$ cat src/rtl/mips_pipe_pkg.sv
// Shared definitions for the MIPS pipeline control blocks: register-file
// constants, the NOP encoding and the hazard-sequencer state type.
package mips_pipe_pkg;

    localparam int unsigned REG_ADDR_W = 5;
    localparam logic [REG_ADDR_W-1:0] REG_ZERO = 5'd0;
    localparam logic [31:0] NOP_INSTR = 32'h0000_0000;

    typedef enum logic {
        RUN      = 1'b0,
        MDU_BUSY = 1'b1
    } hazard_state_t;

endpackage

$ cat src/rtl/pipeline_hazard_controller_sat_counter.sv
// Saturating up-counter with synchronous clear (clear beats increment),
// used for the hazard performance counters.
module hazard_sat_counter #(
    parameter int unsigned W = 16
) (
    input  logic         clk,
    input  logic         rst_n,
    input  logic         en,
    input  logic         clr,
    output logic [W-1:0] count
);

    always_ff @(posedge clk or negedge rst_n) begin
        if (!rst_n) begin
            count <= '0;
        end else if (clr) begin
            count <= '0;
        end else if (en && (count != '1)) begin
            count <= count + W'(1);
        end
    end

endmodule

$ cat src/rtl/pipeline_hazard_controller.sv
// Stall/flush sequencer for the 5-stage MIPS pipeline (load-use, taken branch,
// MDU occupancy, data-memory wait). Perf counters gated by HAZARD_PERF_CNT_EN.
module pipeline_hazard_controller
    import mips_pipe_pkg::*;
#(
    parameter int unsigned MDU_LATENCY = 4,
    parameter int unsigned CNT_W       = 4
) (
    input  logic                  clk,
    input  logic                  rst_n,
    input  logic                  id_ex_mem_read,
    input  logic [REG_ADDR_W-1:0] id_ex_rt,
    input  logic [REG_ADDR_W-1:0] if_id_rs,
    input  logic [REG_ADDR_W-1:0] if_id_rt,
    input  logic                  if_id_uses_rt,
    input  logic                  id_uses_mdu,
    input  logic                  ex_mdu_start,
    input  logic                  ex_branch_taken,
    input  logic                  dmem_ready,
    output logic                  pc_write,
    output logic                  if_id_write,
    output logic                  if_id_flush,
    output logic                  id_ex_bubble,
    output logic                  pipe_freeze,
    output logic                  mdu_busy,
    input  logic                  perf_clr,
    output logic [15:0]           perf_lu_cnt,
    output logic [15:0]           perf_mdu_cnt,
    output logic [15:0]           perf_flush_cnt
);

    localparam logic [CNT_W-1:0] MDU_START_CNT = CNT_W'(MDU_LATENCY - 1);

    hazard_state_t    state, state_next;
    logic [CNT_W-1:0] mdu_cnt, cnt_next;
    logic             load_use, mdu_hz;

    assign load_use = id_ex_mem_read && (id_ex_rt != REG_ZERO) &&
                      ((id_ex_rt == if_id_rs) || (if_id_uses_rt && (id_ex_rt == if_id_rt)));
    assign mdu_hz   = (state == MDU_BUSY) && id_uses_mdu;
    assign mdu_busy = (state == MDU_BUSY);

    always_ff @(posedge clk or negedge rst_n) begin
        if (!rst_n) begin
            state   <= RUN;
            mdu_cnt <= '0;
        end else begin
            state   <= state_next;
            mdu_cnt <= cnt_next;
        end
    end

    // A data-memory wait freezes the MDU together with the rest of the pipe.
    always_comb begin
        state_next = state;
        cnt_next   = mdu_cnt;
        if (dmem_ready) begin
            case (state)
                RUN: begin
                    if (ex_mdu_start) begin
                        state_next = MDU_BUSY;
                        cnt_next   = MDU_START_CNT;
                    end
                end
                MDU_BUSY: begin
                    if (mdu_cnt == '0) begin
                        state_next = RUN;
                    end else begin
                        cnt_next = mdu_cnt - CNT_W'(1);
                    end
                end
                default: begin
                    state_next = RUN;
                    cnt_next   = '0;
                end
            endcase
        end
    end

    always_comb begin
        pc_write     = 1'b1;
        if_id_write  = 1'b1;
        if_id_flush  = 1'b0;
        id_ex_bubble = 1'b0;
        pipe_freeze  = 1'b0;
        if (!rst_n) begin
            pc_write     = 1'b0;
            if_id_write  = 1'b0;
            id_ex_bubble = 1'b1;
        end else if (!dmem_ready) begin
            pc_write    = 1'b0;
            if_id_write = 1'b0;
            pipe_freeze = 1'b1;
        end else if (ex_branch_taken) begin
            if_id_flush  = 1'b1;
            id_ex_bubble = 1'b1;
        end else if (load_use || mdu_hz) begin
            pc_write     = 1'b0;
            if_id_write  = 1'b0;
            id_ex_bubble = 1'b1;
        end
    end

    a_no_start_while_busy: assert property (@(posedge clk) disable iff (!rst_n)
        !(ex_mdu_start && dmem_ready && (state == MDU_BUSY)));
    a_no_start_with_branch: assert property (@(posedge clk) disable iff (!rst_n)
        !(ex_mdu_start && ex_branch_taken));

`ifdef HAZARD_PERF_CNT_EN
    logic lu_stall, mdu_stall;

    assign lu_stall  = dmem_ready && !ex_branch_taken && load_use;
    assign mdu_stall = dmem_ready && !ex_branch_taken && mdu_hz;

    hazard_sat_counter #(.W(16)) u_lu_cnt (
        .clk(clk), .rst_n(rst_n), .en(lu_stall), .clr(perf_clr), .count(perf_lu_cnt)
    );
    hazard_sat_counter #(.W(16)) u_mdu_cnt (
        .clk(clk), .rst_n(rst_n), .en(mdu_stall), .clr(perf_clr), .count(perf_mdu_cnt)
    );
    hazard_sat_counter #(.W(16)) u_flush_cnt (
        .clk(clk), .rst_n(rst_n), .en(if_id_flush), .clr(perf_clr), .count(perf_flush_cnt)
    );
`else
    logic unused_perf_clr;

    assign unused_perf_clr = perf_clr;
    assign perf_lu_cnt     = '0;
    assign perf_mdu_cnt    = '0;
    assign perf_flush_cnt  = '0;
`endif

endmodule

$ cat config.mk
export PLATFORM = sky130hd
export DESIGN_NAME = pipeline_hazard_controller
export DESIGN_NICKNAME = d
export VERILOG_FILES = /design/src/rtl/mips_pipe_pkg.sv /design/src/rtl/pipeline_hazard_controller_sat_counter.sv /design/src/rtl/pipeline_hazard_controller.sv
export SDC_FILE = /design/constraint.sdc
export NUM_CORES = 1
export LEC_CHECK = 0
export CAP_MARGIN = 25
export CORE_MARGIN = 2
export CORE_UTILIZATION = 32
export DETAILED_ROUTE_END_ITERATION = 6
export PLACE_DENSITY = 0.85
export SLEW_MARGIN = 20
export SYNTH_ARGS = -nofsm -noshare
export SYNTH_HDL_FRONTEND = slang
export SYNTH_HIERARCHICAL = 1
export SYNTH_SLANG_ARGS = --single-unit
$ cat constraint.sdc
create_clock -name clk -period 2.1 [get_ports clk]
set_input_delay 0.315 -clock clk [delete_from_list [all_inputs] [get_ports clk]]
set_output_delay 0.315 -clock clk [all_outputs]
set_load 0.02 [all_outputs]
# Yosys cells after proc, flatten, opt, wreduce, memory -nomap -nowiden
# Index checks and enable logic that the tools add are counted.
[op_classes] add_sub_neg=1 n_eq_ne=4 n_mux=19 n_bitwise=1 n_reduce_logical=9
[ops] operator="$mux 1" n=15
[ops] operator="$eq 5x5->1" n=2
[ops] operator="$mux 4" n=2
[ops] operator="$pmux 4 s2" n=1
[ops] operator="$reduce_bool 5->1" n=1
[ops] operator="$logic_and 1x1->1" n=4
[ops] operator="$logic_not 4->1" n=1
[ops] operator="$ne 2x2->1 const B" n=2
[ops] operator="$sub 4x1->4 const B" n=1
[ops] operator="$reduce_and 3->1" n=1
[ops] operator="$logic_or 1x1->1" n=2
[ops] operator="$pmux 1 s2" n=1
[ops] operator="$not 1->1" n=1
[word_totals] regBits=5 word_cells=36

# Depth between registers and ports, before layout
[depth] ltp_word=9 depth_mapped=6 mapped_depth_nobuf=6

# Worst setup path before layout
# OpenSTA, ideal clock, no wires.
[synth_path] path_type="input port to output port" start="input id_ex_rt[3]" end="output id_ex_bubble" stages=4 n_path_buf=0 required_ps=1785 arrival_time_ps=1443 setup_slack_ps=342 cell_sequence="xor2_1 > nor4_2 > a32oi_1 > o31ai_1"
[synth_between] elab_chain_cells=9 elab_cells_between_ends=12 classes_between="eq/ne: 2; mux: 4; reduce/logical: 6"
[synth_rtl] item="start: declaration" line_no="pipeline_hazard_controller.sv:12" rtl="input logic [REG_ADDR_W-1:0] id_ex_rt,"
[synth_rtl] item="$eq 5x5->1" line_no="pipeline_hazard_controller.sv:39" rtl="((id_ex_rt == if_id_rs) || (if_id_uses_rt && (id_ex_rt == if_id_rt)));"
[synth_rtl] item="$logic_and 1x1->1" line_no="pipeline_hazard_controller.sv:39"
[synth_rtl] item="$logic_or 1x1->1" line_no="pipeline_hazard_controller.sv:39"
[synth_rtl] item="$logic_and 1x1->1 *" line_no="pipeline_hazard_controller.sv:38" rtl="assign load_use = id_ex_mem_read && (id_ex_rt != REG_ZERO) &&"
[synth_rtl] item="$logic_or 1x1->1 *" line_no="pipeline_hazard_controller.sv:97" rtl="end else if (load_use || mdu_hz) begin"
[synth_rtl] item="$mux 1 *" line_no="pipeline_hazard_controller.sv:97"
[synth_rtl] item="$mux 1 *" line_no="pipeline_hazard_controller.sv:94" rtl="end else if (ex_branch_taken) begin"
[synth_rtl] item="$mux 1 *" line_no="pipeline_hazard_controller.sv:90" rtl="end else if (!dmem_ready) begin"
[synth_rtl] item="$mux 1 *" line_no="pipeline_hazard_controller.sv:86" rtl="if (!rst_n) begin"
[synth_rtl] item="end: declaration" line_no="pipeline_hazard_controller.sv:23" rtl="output logic id_ex_bubble,"
# Mark *: on every way between the ends. The rest lies on a longest branch, timed or not.

# Worst setup path in the final report
[layout_path] start="input id_ex_rt[1]" end="output pc_write"
[layout_between] elab_chain_cells=9 elab_cells_between_ends=12 classes_between="eq/ne: 2; mux: 4; reduce/logical: 6"
[layout_rtl] item="$eq 5x5->1" line_no="pipeline_hazard_controller.sv:39"
[layout_rtl] item="$logic_and 1x1->1" line_no="pipeline_hazard_controller.sv:39"
[layout_rtl] item="$logic_or 1x1->1" line_no="pipeline_hazard_controller.sv:39"
[layout_rtl] item="$logic_and 1x1->1 *" line_no="pipeline_hazard_controller.sv:38"
[layout_rtl] item="$logic_or 1x1->1 *" line_no="pipeline_hazard_controller.sv:97"
[layout_rtl] item="$mux 1 *" line_no="pipeline_hazard_controller.sv:97"
[layout_rtl] item="$mux 1 *" line_no="pipeline_hazard_controller.sv:94"
[layout_rtl] item="$mux 1 *" line_no="pipeline_hazard_controller.sv:90"
[layout_rtl] item="$mux 1 *" line_no="pipeline_hazard_controller.sv:86"
[layout_rtl] item="end: declaration" line_no="pipeline_hazard_controller.sv:20" rtl="output logic pc_write,"
# Marked as above.

==> metrics.md <==
| Metric | Value |
|---|---|
| Clock sinks | `5` |
| Largest net degree at the start of global routing | `9` |
| Dominant cells by area after synthesis | `buf_4, dfrtp_1, xor2_1` |
| Main combinational cell family by area after synthesis | `buffers and inverters` |
| Die Wd | `54.6 um` |
| Hold buffers post-CTS | `0` |
| Syn Area/Cell | `8.10 um2` |
| Cell family with most CP delay | `compound AO/OA/AOI/OAI gates` |
| GPL Wtd Cong | `0.734` |
| Dpl hpwl | `1350 um` |
| Asr flop ratio synth | `100%` |
| Critical-path cell list | `dlygate4sd2_1 -> xor2_1 -> nor4_2 -> a32oi_1 -> o31a_1 -> buf_6` |
| Crit Path Class | `input port to primary output` |
| P&R area growth vs syn | `26.1%` |
| Outcome | `finished clean` |
| I/O pin total | `78` |
| Register area share after synthesis | `about 15%` |
| Leak Pwr | `0.553 nW` |
| Post-synth EDFFs | `0` |
| Peak supply drop | `slightly below 0.5 mV` |
| Total GRT Usage | `9.66%` |
| Data required time of the critical path | `1.78 ns` |
| Setup crit end kind | `primary output` |
| Number of detailed-routing iterations run before antenna repair | `3` |
| Placed inst area | `1000 um2` |
| Remaining antenna violation count | `0` |
| CTS tree | `built` |
| Buffers and inverters on the worst path | `2` |
| Nets@finish | `166` |
| # DRC | `0` |
| Post-DR vias/cell | `roughly 3.7` |
| 1st-iter DRT viols | `4` |
| Crit path arrival time | `roughly 1.7 ns` |
| Finished Core Util | `42.0%` |
| Simple-gate portion of the synthesized area | `about an eighth` |
| Seq cells post-synth | `5` |
| RSZ-0062 raised after global routing | `no` |
| First-pass GRT wire length | `2080 um` |
| Multiplexer share of the synthesized area | `0%` |
| Die ar. | `2980 um2` |
| CP Launch Type | `input port` |
| Post-route setup TNS | `0 ns` |
| Core Area | `roughly 2500 um2` |
| FILL cells | `265` |
| FF-to-FF Start | `mdu_cnt[0]` |
| Die span in y | `54.6 um` |
| Clk_lat worst skew | `~0.24 ns` |
| Cell taking the most area after synthesis | `buf_4` |
| Most instantiated cells after synthesis | `buf_4, xor2_1, dfrtp_1, nor2_1, inv_1` |
| Final Cycle Share | `95.3%` |
| R2r setup slk | `0.65 ns` |
| Fin crit period | `2.00 ns` |
| Worst setup path start | `id_ex_rt[1]` |
| CP Depth | `6` |
| Most frequent cell after synthesis | `buf_4` |
| Synth cell types | `27` |
| Worst hold-check path type | `input port to async pin` |
| Final setup violation count | `0` |
| Power per Cell Area | `529 nW/um2` |
| Worst Path Max Fanout | `3` |
| FF+latch area | `about 130 um2` |
| Worst r2r dst | `mdu_cnt[2]` |
| Slowest cell on crit path | `o31a_1` |
| Syn Std Cell Area | `~800 um2` |
| Cells after Synth | `101` |
| Placed insts | `165` |
| Slew Viols, Final | `0` |
| # rows | `18` |
| Initial antenna violation count | `0` |
| Synth Area in Adders | `3.06%` |
| Power Total | `~0.00055 W` |
| Avg WL per Cell | `8.90 um` |
| Inserted Clock Buffers | `3` |
| Synth top area share | `45.0%` |
| Htree depth | `1` |
| Most common flop cell mapped by yosys | `dfrtp_1` |
| Worst-case clock buffer depth | `2` |
| Worst-path clk slew | `0.04 ns` |
| Non-Filler Instances | `169` |
| Initial Utilization | `33.3%` |
| F_max | `500 MHz` |
| Number of inserted diodes | `0` |
| Clock Tree Root | `clkbuf_4` |
| Reported max-cap violation count | `0` |
| Post-CTS Setup Bufs | `0` |
| Layout cells sized above 1 | `14.4%` |
| Final hold viol count | `0` |
| Number of global-route vias before repair | `498` |
| Detailed Route WL | `1500 um` |
| Multi-input logic area | `between 400 and 500 um2` |
| Skew final | `between 0.003 and 0.004 ns` |
| Vias after detailed routing | `627` |
| Synth Area in XOR/XNOR | `about an eighth` |
| Yosys warns | `6` |
| GR Overflow Total | `0` |
| Final instance area | `1030 um2` |
| Port bufs | `28` |
| Crit-path max cell delay | `0.34 ns` |
| R2R depth | `6` |
| Synth Area in Compound Gates | `8.56%` |
what timing repair did:
action | in CTS | in global routing
endpoints found under the hold margin | 0 | 0
setup endpoints to repair | 5 | 3
pin swaps | 3 | 4
gates resized for setup | 27 | 2
metal layers:
layer  global-route usage, %  vias to the layer above  share of wire, %
li1                        -                      311                 -
met1                    11.2                      274                34
met2                    17.5                       42                58
met3                    3.28                        0               8.3
met4                    1.25                        0                 0
met5                       0                        -                 0
flip-flops by register name (all words and copies together) (netlist names):
| name | flops |
|---|---|
| mdu_busy | 1 |
| mdu_cnt | 4 |
layout make-up:
| type | count | share of cell area (%) |
|---|---|---|
| inverter | 4 | 1.45 |
| sequential | 5 | 12.1 |
| tap | 30 | 3.64 |
| clock buffer | 4 | 2.55 |
| multi-input combinational | 90 | 48.2 |
| timing repair buffer | 36 | 32.0 |
where the power goes:
part / leakage [nW] / internal (W) / switching (W)
sequential: 0.0589 / 0.000130 / 0.0000286
combinational: 0.480 / 0.000113 / 0.000163
clock: 0.0150 / 0.0000718 / 0.0000392
total: 0.553 / 0.000315 / 0.000231
placed cells by master (no fill, tap or decap), types with 2 or more instances in the layout:
cell type,netlist,layout
xor2_1,9,9
and3_1,2,2
a31oi_1,2,2
buf_4,49,8
buf_6,0,2
dfrtp_1,5,5
ha_1,2,2
clkbuf_4,0,3
dlygate4sd2_1,0,8
xnor2_1,3,3
nand2_1,2,2
nor2_1,5,5
clkdlybuf4s50_1,0,16
inv_1,4,4
conb_1,1,48
worst register-to-register path, cell delays in order (launching register included):
cell	delay, ns
dfrtp_1	0.36
inv_1	0.07
ha_1	0.19
and4bb_2	0.25
nor3b_1	0.28
xnor2_1	0.15
nor2_1	0.05
cell families (layout without fill, tap and decap cells):
| group | after synthesis | count (layout) |
|---|---|---|
| AOI/OAI and AO/OA | 10 | 10 |
| xor gates and xnor gates | 12 | 12 |
| adders and majority gates | 2 | 2 |
| buffers and inverters | 53 | 44 |
| DFF | 5 | 5 |
| other | 1 | 48 |
| and+or+nand+nor | 18 | 18 |
stage by stage:
stage	hold WS [ns]	setup slack, ns
4_1_cts	0.451	0.00333
2_1_floorplan	0.0194	0.342
6_report	0.442	0.0986
3_5_place_dp	0.522	-0.537
3_3_place_gp	0.515	-0.489
5_1_grt	0.463	0.00284
how the worst max path moves through the flow:
stage / end / slack (ns)
detailed placement: pc_write / -0.54
CTS: pc_write / 0.003
global route: pc_write / 0.003
global placement: pc_write / -0.49
finish: pc_write / 0.1
floorplan: id_ex_bubble / 0.34
Note: power is estimated with default switching activity, not from simulation.
